**config.mk**
```make
export PLATFORM = sky130hd
export DESIGN_NAME = instr_dispatch
export DESIGN_NICKNAME = d
export VERILOG_FILES = /design/src/rtl/instr_dispatch.sv
export SDC_FILE = /design/constraint.sdc
export NUM_CORES = 1
export LEC_CHECK = 0
export CAP_MARGIN = 5
export CORE_UTILIZATION = 45
export DETAILED_ROUTE_END_ITERATION = 8
export DONT_BUFFER_PORTS = 1
export GPL_ROUTABILITY_DRIVEN = 0
export SLEW_MARGIN = 10
export SYNTH_ARGS = -nofsm -noshare
export SYNTH_HDL_FRONTEND = slang
export SYNTH_SLANG_ARGS = --single-unit
```
**constraint.sdc**
```tcl
create_clock -name clk -period 1.76 [get_ports clk]
set_input_delay 0.264 -clock clk [delete_from_list [all_inputs] [get_ports clk]]
set_output_delay 0.264 -clock clk [all_outputs]
set_load 0.1 [all_outputs]
```
**src/rtl/instr_dispatch.sv**
```systemverilog
// instr_dispatch: walks a wrapped index range of an instruction register and
// issues each fetched entry downstream over a valid/ready handshake.
package instr_register_pkg;
    localparam int DEPTH = 16;
    typedef logic [$clog2(DEPTH)-1:0] index_t;
    typedef logic [31:0] operand_t;
    typedef enum logic [2:0] {ZERO, PASSA, PASSB, ADD, SUB, MULT, DIV, MOD} opcode_t;
    typedef struct packed {
        opcode_t  opc;
        operand_t op_a;
        operand_t op_b;
    } instruction_t;
endpackage

module instr_dispatch
    import instr_register_pkg::*;
#(
    parameter bit SKIP_ZERO = 1'b0
) (
    input  logic                  clk,
    input  logic                  reset_en,
    input  logic                  start,
    input  index_t                first_index,
    input  index_t                last_index,
    output index_t                read_index,
    input  instruction_t          instruction,
    output logic                  out_valid,
    input  logic                  out_ready,
    output opcode_t               out_opcode,
    output operand_t              out_op_a,
    output operand_t              out_op_b,
    output index_t                out_index,
    output logic                  busy,
    output logic                  done,
    output logic [$bits(index_t):0] issued_count
);
    typedef enum logic [2:0] {IDLE, REQ, CAPTURE, ISSUE, DONE} state_t;

    state_t r_state, w_nstate;
    index_t r_ptr, r_last, r_idx, w_next;
    opcode_t r_opc;
    operand_t r_a, r_b;
    logic [$bits(index_t):0] r_count;
    logic w_hs, w_last, w_skip;

    assign w_hs   = r_state == ISSUE && out_ready;
    assign w_last = r_ptr == r_last;
    assign w_skip = SKIP_ZERO && instruction.opc == ZERO;
    assign w_next = (r_ptr == index_t'(DEPTH-1)) ? '0 : r_ptr + 1'b1;

    always_ff @(posedge clk) begin
        if (reset_en) r_state <= IDLE;
        else          r_state <= w_nstate;
    end

    always_comb begin
        w_nstate = r_state;
        case (r_state)
            IDLE:    w_nstate = start ? REQ : IDLE;
            REQ:     w_nstate = CAPTURE;
            CAPTURE: w_nstate = !w_skip ? ISSUE : (w_last ? DONE : REQ);
            ISSUE:   w_nstate = !w_hs ? ISSUE : (w_last ? DONE : REQ);
            default: w_nstate = IDLE;
        endcase
    end

    always_comb begin
        out_valid = r_state == ISSUE;
        busy      = r_state != IDLE;
        done      = r_state == DONE;
    end

    // The pointer only moves on entry to REQ, so it doubles as the held read address.
    always_ff @(posedge clk) begin
        if (reset_en) begin
            r_ptr   <= '0;
            r_last  <= '0;
            r_idx   <= '0;
            r_opc   <= ZERO;
            r_a     <= '0;
            r_b     <= '0;
            r_count <= '0;
        end else begin
            if (r_state == IDLE && start) begin
                r_ptr   <= first_index;
                r_last  <= last_index;
                r_count <= '0;
            end
            if (r_state == CAPTURE) begin
                r_opc <= instruction.opc;
                r_a   <= instruction.op_a;
                r_b   <= instruction.op_b;
                r_idx <= r_ptr;
            end
            if (((r_state == CAPTURE && w_skip) || w_hs) && !w_last) r_ptr <= w_next;
            if (w_hs) r_count <= r_count + 1'b1;
        end
    end

    assign read_index   = r_ptr;
    assign out_opcode   = r_opc;
    assign out_op_a     = r_a;
    assign out_op_b     = r_b;
    assign out_index    = r_idx;
    assign issued_count = r_count;
endmodule
```
# Word level (Yosys, flattened, before mapping)
# Index checks and enable logic that the tools add are counted.
# W data, S select, Z words.
dict set report op_classes {
  shift 0
  n_div 0
  mux 9
  n_mul 0
  bitwise_logic 0
  order_cmp 0
  addsub 2
  n_reduce_logical 8
  n_eq_ne 6
}
# operator count
set op_table {}
lappend op_table {{$mux W4} 3}
lappend op_table {{$pmux W3 S4} 1}
lappend op_table {{$mux W5} 2}
lappend op_table {{$eq A3 B2 Y1 const B} 2}
lappend op_table {{$mux W3} 2}
lappend op_table {{$add A5 B1 Y5 const B} 1}
lappend op_table {{$add A4 B1 Y4 const B} 1}
lappend op_table {{$eq A4 B4 Y1} 1}
lappend op_table {{$eq A4 B4 Y1 const B} 1}
lappend op_table {{$reduce_bool A2 Y1} 2}
lappend op_table {{$eq A3 B1 Y1 const B} 1}
lappend op_table {{$eq A3 B3 Y1 const B} 1}
lappend op_table {{$logic_and A1 B1 Y1} 3}
lappend op_table {{$logic_not A3 Y1} 1}
lappend op_table {{$reduce_bool A3 Y1} 1}
lappend op_table {{$logic_not A1 Y1} 1}
lappend op_table {{$mux W1} 1}
dict set report totals {
  mem_bits_rw 0
  latchBits 0
  reg_bits 87
  mem_count 0
  rom_bits 0
  input_bits 79
  out_inout_bits 83
}

# Longest topological paths before layout
# Gate-level depths: netlist of run 1.
dict set report depth {
  ltp_word 4
  ltp_mapped 6
  ltp_nobuf 5
}

# Least setup slack after synthesis of run 1
# No wires, ideal clock.
dict set report synth_path {
  path_type {register to output}
  from {reg r_state[0]}
  to {out done}
  stages_incl_launch_ff 3
  required_time_ps 1496
  arrival_time_ps 2662
  n_path_buf 1
  path_slack_ps -1166
  path_cell_list {dfxtp_1 > buf_4 > nor3b_1}
}
dict set report synth_between {
  elab_chain_len 1
}
# element line_no
set synth_lines {}
lappend synth_lines {{from (decl)} 39} ;# state_t r_state, w_nstate;
lappend synth_lines {{from (signal assigned)} 53} ;# else r_state <= w_nstate;
lappend synth_lines {{$eq A3 B3 Y1} 70} ;# done = r_state == DONE;
lappend synth_lines {{to (decl)} 34} ;# output logic done,
# No other way between the ends.

# Final worst setup path of run 1
dict set report layout_path {
  from {reg r_ptr[2] (netlist: read_index[2])}
  to {reg r_state[2]}
}
dict set report layout_between {
  elab_chain_len 4
}
# element line_no
set layout_lines {}
lappend layout_lines {{from (decl)} 40} ;# index_t r_ptr, r_last, r_idx, w_next;
lappend layout_lines {{from (signal assigned)} 85} ;# r_ptr <= first_index;
lappend layout_lines {{from (signal assigned)} 95} ;# if (((r_state == CAPTURE && w_skip) || w_hs) && !w_last) r_ptr <= w_next;
lappend layout_lines {{$eq A4 B4 Y1} 47} ;# assign w_last = r_ptr == r_last;
lappend layout_lines {{$mux W3 (2 in a row)} 62} ;# ISSUE: w_nstate = !w_hs ? ISSUE : (w_last ? DONE : REQ);
lappend layout_lines {{$pmux W3 S4} 58} ;# case (r_state)
# No other way between the ends.
# A chain may end at the register's enable or synchronous reset.

==> results of run 1 <==
-- routing by layer --
metal / track usage, % / vias up
met2: 31.3 / 114
met1: 23.8 / 1266
met3: 6.82 / 10
met4: 8.05 / 0
li1: - / 1492
met5: 0 / -
-- timing repair --
item,4_1_cts,5_1_grt
gates resized for setup,0,2
setup endpoints to repair,0,3
endpoints found under the hold margin,85,83
-- metrics by stage --
step / hold WS, ps / setup TNS (ps)
detailed placement: 336 / 0
finish: -23.5 / 0
global placement: 336 / 0
floorplan: 374 / 0
global route: -56.6 / -75.0
CTS: -44.8 / 0
-- registers in the layout, indices dropped and copies added (netlist names) --
signal / cells
out_op_a: 32
out_index: 4
r_last: 4
out_opcode: 3
read_index: 4
issued_count: 5
r_state: 3
out_op_b: 32
-- synthesized netlist by cell type --
cell type / count / area, µm²
xor2_2: 1 / 16.3
nor3b_1: 2 / 15.0
nand3b_1: 1 / 7.51
and3_1: 1 / 6.26
a21oi_1: 81 / 405
buf_2: 2 / 10.0
inv_1: 1 / 3.75
nor2_1: 15 / 56.3
buf_4: 3 / 22.5
o31ai_1: 1 / 7.51
and3b_1: 1 / 8.76
a211oi_1: 3 / 22.5
o41ai_2: 1 / 16.3
mux2_4: 1 / 15.0
a31o_2: 1 / 8.76
ha_1: 2 / 25.0
dfxtp_1: 87 / 1740
nand2_1: 157 / 589
nor3_1: 1 / 5.00
or3b_2: 1 / 8.76
o41a_1: 1 / 11.3
nor4_2: 1 / 12.5
mux2i_1: 1 / 10.0
a22oi_1: 1 / 7.51
or4_1: 1 / 7.51
o21ai_0: 2 / 10.0
nand3_1: 2 / 10.0
nand4b_1: 1 / 8.76
and4b_1: 1 / 10.0
a311oi_1: 1 / 8.76
xor2_1: 3 / 26.3
nor4_1: 2 / 12.5
a31oi_1: 3 / 18.8
clkbuf_1: 24 / 90.1
buf_6: 1 / 11.3
nor4b_4: 1 / 23.8
-- where the power goes --
group | internal, W | total [W] | switching [W]
Clock | 0.000664 | 0.00137 | 0.000706
Combinational | 0.000391 | 0.00189 | 0.00150
Sequential | 0.00213 | 0.00220 | 0.0000740
Total | 0.00318 | 0.00546 | 0.00228
-- worst paths after layout --
check                           depth (start not counted)  slack, ps          start      endpoint
worst max-delay path                                    5         80  read_index[2]    r_state[2]
worst max register to register                          5         80  read_index[2]    r_state[2]
worst min-delay path                                    1        -20       reset_en  out_op_a[11]
worst min register to register                          2        450   out_op_a[23]  out_op_a[23]
-- final cells by class --
type	count	area (µm²)
clock inverter	6	67.6
clock buffer	10	128
multi-input combinational	291	1420
tap	96	120
fill	656	2680
inverter	1	3.75
timing repair buffer	94	733
sequential	87	1760
-- worst reg2reg max path, delay by kind of cell (launching register included) --
kind | cells | cell delay (ps)
xor+xnor | 1 | 190
buf+inv | 1 | 540
flops | 1 | 360
simple gates | 3 | 530
-- logic make-up (layout without fill, tap and decap cells) --
kind of cell	after synthesis	after routing	share of synthesized area, %
AO/OA/AOI/OAI	95	95	15.8
AND/OR/NAND/NOR	188	188	23.9
buffers and inverters	31	111	4.21
multiplexers	2	2	0.765
XOR/XNOR	4	4	1.30
adder cells (fa/ha/maj)	2	2	0.765
flip-flops	87	87	53.3
==> run metrics, run 1 <==
RSZ-0062 raised after global routing=true; Syn Nets=490; Mapped Cells=409; Max Cap Violations=0; CP max stage delay=540 ps; initial antenna violation count=0; placed insts=568; # H-tree levels=3; CP Capture Type=flip-flop; startpoint types=flip-flop; FF+latch count, synth=87; Pleak=1.71 nW; remaining antenna violation count after routing=0; HPWL after DPL=5220 µm; Die ar.=0.00761 mm²; Post-Route M1 WL=3230 µm; first-pass GRT wire length=11600 µm; total clock buffers created by CTS=9; Initial Util=47.4%; Inserted Diodes=0; Post-DP Area=0.00401 mm²; syn avg cell area=8.00 µm²; CTS tree=done; Die H=87.3 µm; fin crit share=95.3%; final hold slack=-23.5 ps; io pins=162; final instance area=0.00423 mm²; required time of the critical path=2040 ps; Setup Slack @ Placement=73.2 ps; vias in the first global route=2515; Synth cell types=36; Via density=4.93; NumNets Final=565; Largest delay share family, worst path=buffers and inverters; crit path time final=1680 ps; clk root buf=clkbuf_8; CORE AREA=0.00691 mm²; post-route DRC violation count=0; cell row count=30; Worst Path Max Fanout=3; Relative slew margins=66.8%; Max Buffers Root-to-Sink=2; worst hold-check path type=primary input to flip-flop; # setup viols final=0; Critical Path AT=1960 ps; non-filler instance count after layout=585; Final Worst Setup Slack=83.5 ps; P&R area growth vs syn=29.3%; Final Skew=17.4 ps; WL/cell=13.1 µm; Bufs and invs on worst path=1; via count=2882; CTS clock-pin slew for the worst setup and hold paths=90 ps; Post-CTS Setup Bufs=0; Mapped Area=0.00327 mm²; largest net degree at the start of global routing=89; VDD IR max=607 µV; Max Slew Vio Count=0; DR top layer=met4; Overall Power=0.00546 W; Tot GR Track Use=19.5%; worst skew pair latency=350 ps; IO Port Bufs=0; outcome=complete, but fails checks; worst setup path class=flip-flop to flip-flop; commonest non-fill, non-tap cell in the layout=nand2_1; Total Wirelength=7660 µm; fmax=596 MHz; total gr overflow=0; Synth warnings=0; hold_buf cts=1; PwrDens=1290 mW/mm²; WL met3=701 µm; failing checks=hold timing; crit-path cells=xor2_2 -> nor4_2 -> nand2_1 -> nor2_1 -> dlygate4sd3_1; Fin. Hold Viols=20; slowest cell on the critical path=dlygate4sd3_1; Die Span X=87.3 µm; ratio of cells with drive above 1 in the final layout=25.6%; most frequent cells in the layout=nand2_1 (157), buf_4 (91), a21oi_1 (81), dfxtp_1 (81), nor2_1 (15); detailed-router iteration count before antenna repair=4; clk sinks=87; Worst Tran Pin Value=498 ps; met2 wire length=3640 µm; Layout Utilization=61.2%; first-iteration detailed-routing DRC count=131; register area share after synthesis=53.3%
Note: power is estimated with default switching activity, not from simulation.
==> run 2: changes to the inputs <==
- CORE_MARGIN: not set -> 3
==> run metrics, run 2 (synthesized netlist as in run 1, its figures left out) <==
via count=2990 (+3.7%); remaining antenna violation count after routing=0 (unchanged); Total Wirelength=8110 µm (+5.8%); Fin. Hold Viols=24 (+20%); Inserted Diodes=0 (unchanged); worst skew pair latency=340 ps (about the same); hold_sp=reset_en; vias in the first global route=2898 (+15%); total gr overflow=0 (unchanged); Total Neg Setup Slack=0 ps (unchanged); Die Span X=91.3 µm (+4.6%); Final Worst Setup Slack=79.1 ps (-4.37 ps); crit path time final=1680 ps (+4.37 ps); Critical Path AT=1960 ps (about the same); total clock buffers created by CTS=9 (unchanged); Final Skew=10.3 ps (-7.10 ps); detailed-router iteration count before antenna repair=4 (unchanged); CTS tree=done; largest net degree at the start of global routing=89 (unchanged); initial antenna violation count=0 (unchanged); Max Buffers Root-to-Sink=2 (unchanged); slowest cell on the critical path=dlygate4sd3_1; IO Port Bufs=0 (unchanged); outcome=complete, but fails checks; Via density=5.10 (+3.6%); Die ar.=0.00833 mm² (+9.4%); Die H=91.3 µm (+4.6%); cell row count=30 (unchanged); hold_buf cts=1 (unchanged); CORE AREA=0.00691 mm² (unchanged); startpoint types=flip-flop; PwrDens=1280 mW/mm² (-0.56%); Worst Tran Pin Value=350 ps (-148 ps); Tot GR Track Use=19.5% (about the same); placed insts=568 (unchanged); final instance area=0.00426 mm² (+0.80%); worst setup path class=flip-flop to flip-flop; final hold slack=-17.7 ps (+5.83 ps); CP Capture Type=flip-flop; WL/cell=13.8 µm (+5.7%); Initial Util=47.4% (unchanged); non-filler instance count after layout=586 (+0.17%); clk root buf=clkbuf_8; fillers=642 (-2.1%); Crit. Startpoint=read_index[2]; post-route DRC violation count=0 (unchanged); required time of the critical path=2040 ps (about the same); Max Cap Violations=0 (unchanged); Max Slew Vio Count=0 (unchanged); most frequent cells in the layout=nand2_1 (157), buf_4 (91), a21oi_1 (81), dfxtp_1 (79), nor2_1 (15); fin crit share=95.5% (+0.25 points); Overall Power=0.00547 W (+0.23%); io pins=162 (unchanged); Pleak=1.74 nW (+1.6%); fmax=595 MHz (-0.26%); Worst Path Max Fanout=3 (unchanged); VDD IR max=603 µV (-0.69%); worst hold-check path type=primary input to flip-flop; commonest non-fill, non-tap cell in the layout=nand2_1; Relative slew margins=76.6% (+9.8 points); clk sinks=87 (unchanged); P&R area growth vs syn=30.3%; first-pass GRT wire length=13300 µm (+15%); ratio of cells with drive above 1 in the final layout=26.3% (+0.76 points); worst reg2reg startpoint=read_index[2]; # setup viols final=0 (unchanged); NumNets Final=567 (+0.35%); CTS clock-pin slew for the worst setup and hold paths=90 ps (about the same); HPWL after DPL=5610 µm (+7.6%); crit-path cells=xor2_2 -> nor4_2 -> nand2_1 -> nor2_1 -> dlygate4sd3_1; # H-tree levels=3 (unchanged); Setup Slack @ Placement=141 ps (+67.8 ps); CP max stage delay=540 ps (about the same); failing checks=hold timing; Post-DP Area=0.00404 mm² (+0.62%); first-iteration detailed-routing DRC count=112 (-15%)
-- run 2: cell types whose count changed in the layout (fill, tap and decap cells not counted), sizes merged --
cell,change
clkbuf,-1
clkinv,+4
clkinvlp,-2
inv,-2
buf,+2
-- run 2: path summary, 6_finish.rpt --
check                                    end  slack (ps)  cells past startpoint
worst max-delay path              r_state[2]          80                      5
worst min-delay path            out_op_a[31]         -20                      1
worst max register to register    r_state[2]          80                      5
worst min register to register  out_op_a[25]         450                      2
-- run 2: layout make-up --
class	count	area, µm²	share of cell area, %
clock inverters	6	62.6	1.47
inverters	1	3.75	0.0881
multi-input cells	291	1420	33.3
repair buffers	96	773	18.1
well taps	96	120	2.82
flip-flops and latches	87	1760	41.3
clock buffers	9	124	2.91
-- run 2: worst max-delay path, delay by kind of cell, from the launching register on --
kind	cells	cell delay, ps
buf+inv	1	540
simple gates	3	530
flops	1	360
xor+xnor	1	200
-- run 2: metal layers --
layer	vias to the layer above	wire length, µm	track usage (%)
li1	1498	-	-
met5	-	0	0
met3	19	909	8.45
met4	0	211	10.3
met1	1337	3250	22.7
met2	136	3740	30.3
-- run 2: repair_timing --
| action | CTS | global route |
|---|---|---|
| gates resized for setup | 0 | 4 |
| hold endpoints to repair | 84 | 81 |
| setup buffers | 0 | 2 |
| setup endpoints to repair | 0 | 5 |
-- run 2: per-stage QoR --
| step | util (%) | hold slack, ps |
|---|---|---|
| global placement | 58.4 | 337 |
| floorplan | - | 374 |
| CTS | 61.3 | -40.2 |
| finish | 61.7 | -17.7 |
| detailed placement | 58.4 | 341 |
| global route | 61.7 | -48.6 |
-- run 2: power breakdown --
part           internal, W  switching, W  total [W]
clock             0.000646      0.000687    0.00133
combinational     0.000423       0.00151    0.00193
sequential         0.00213     0.0000799    0.00221
total              0.00320       0.00227    0.00547
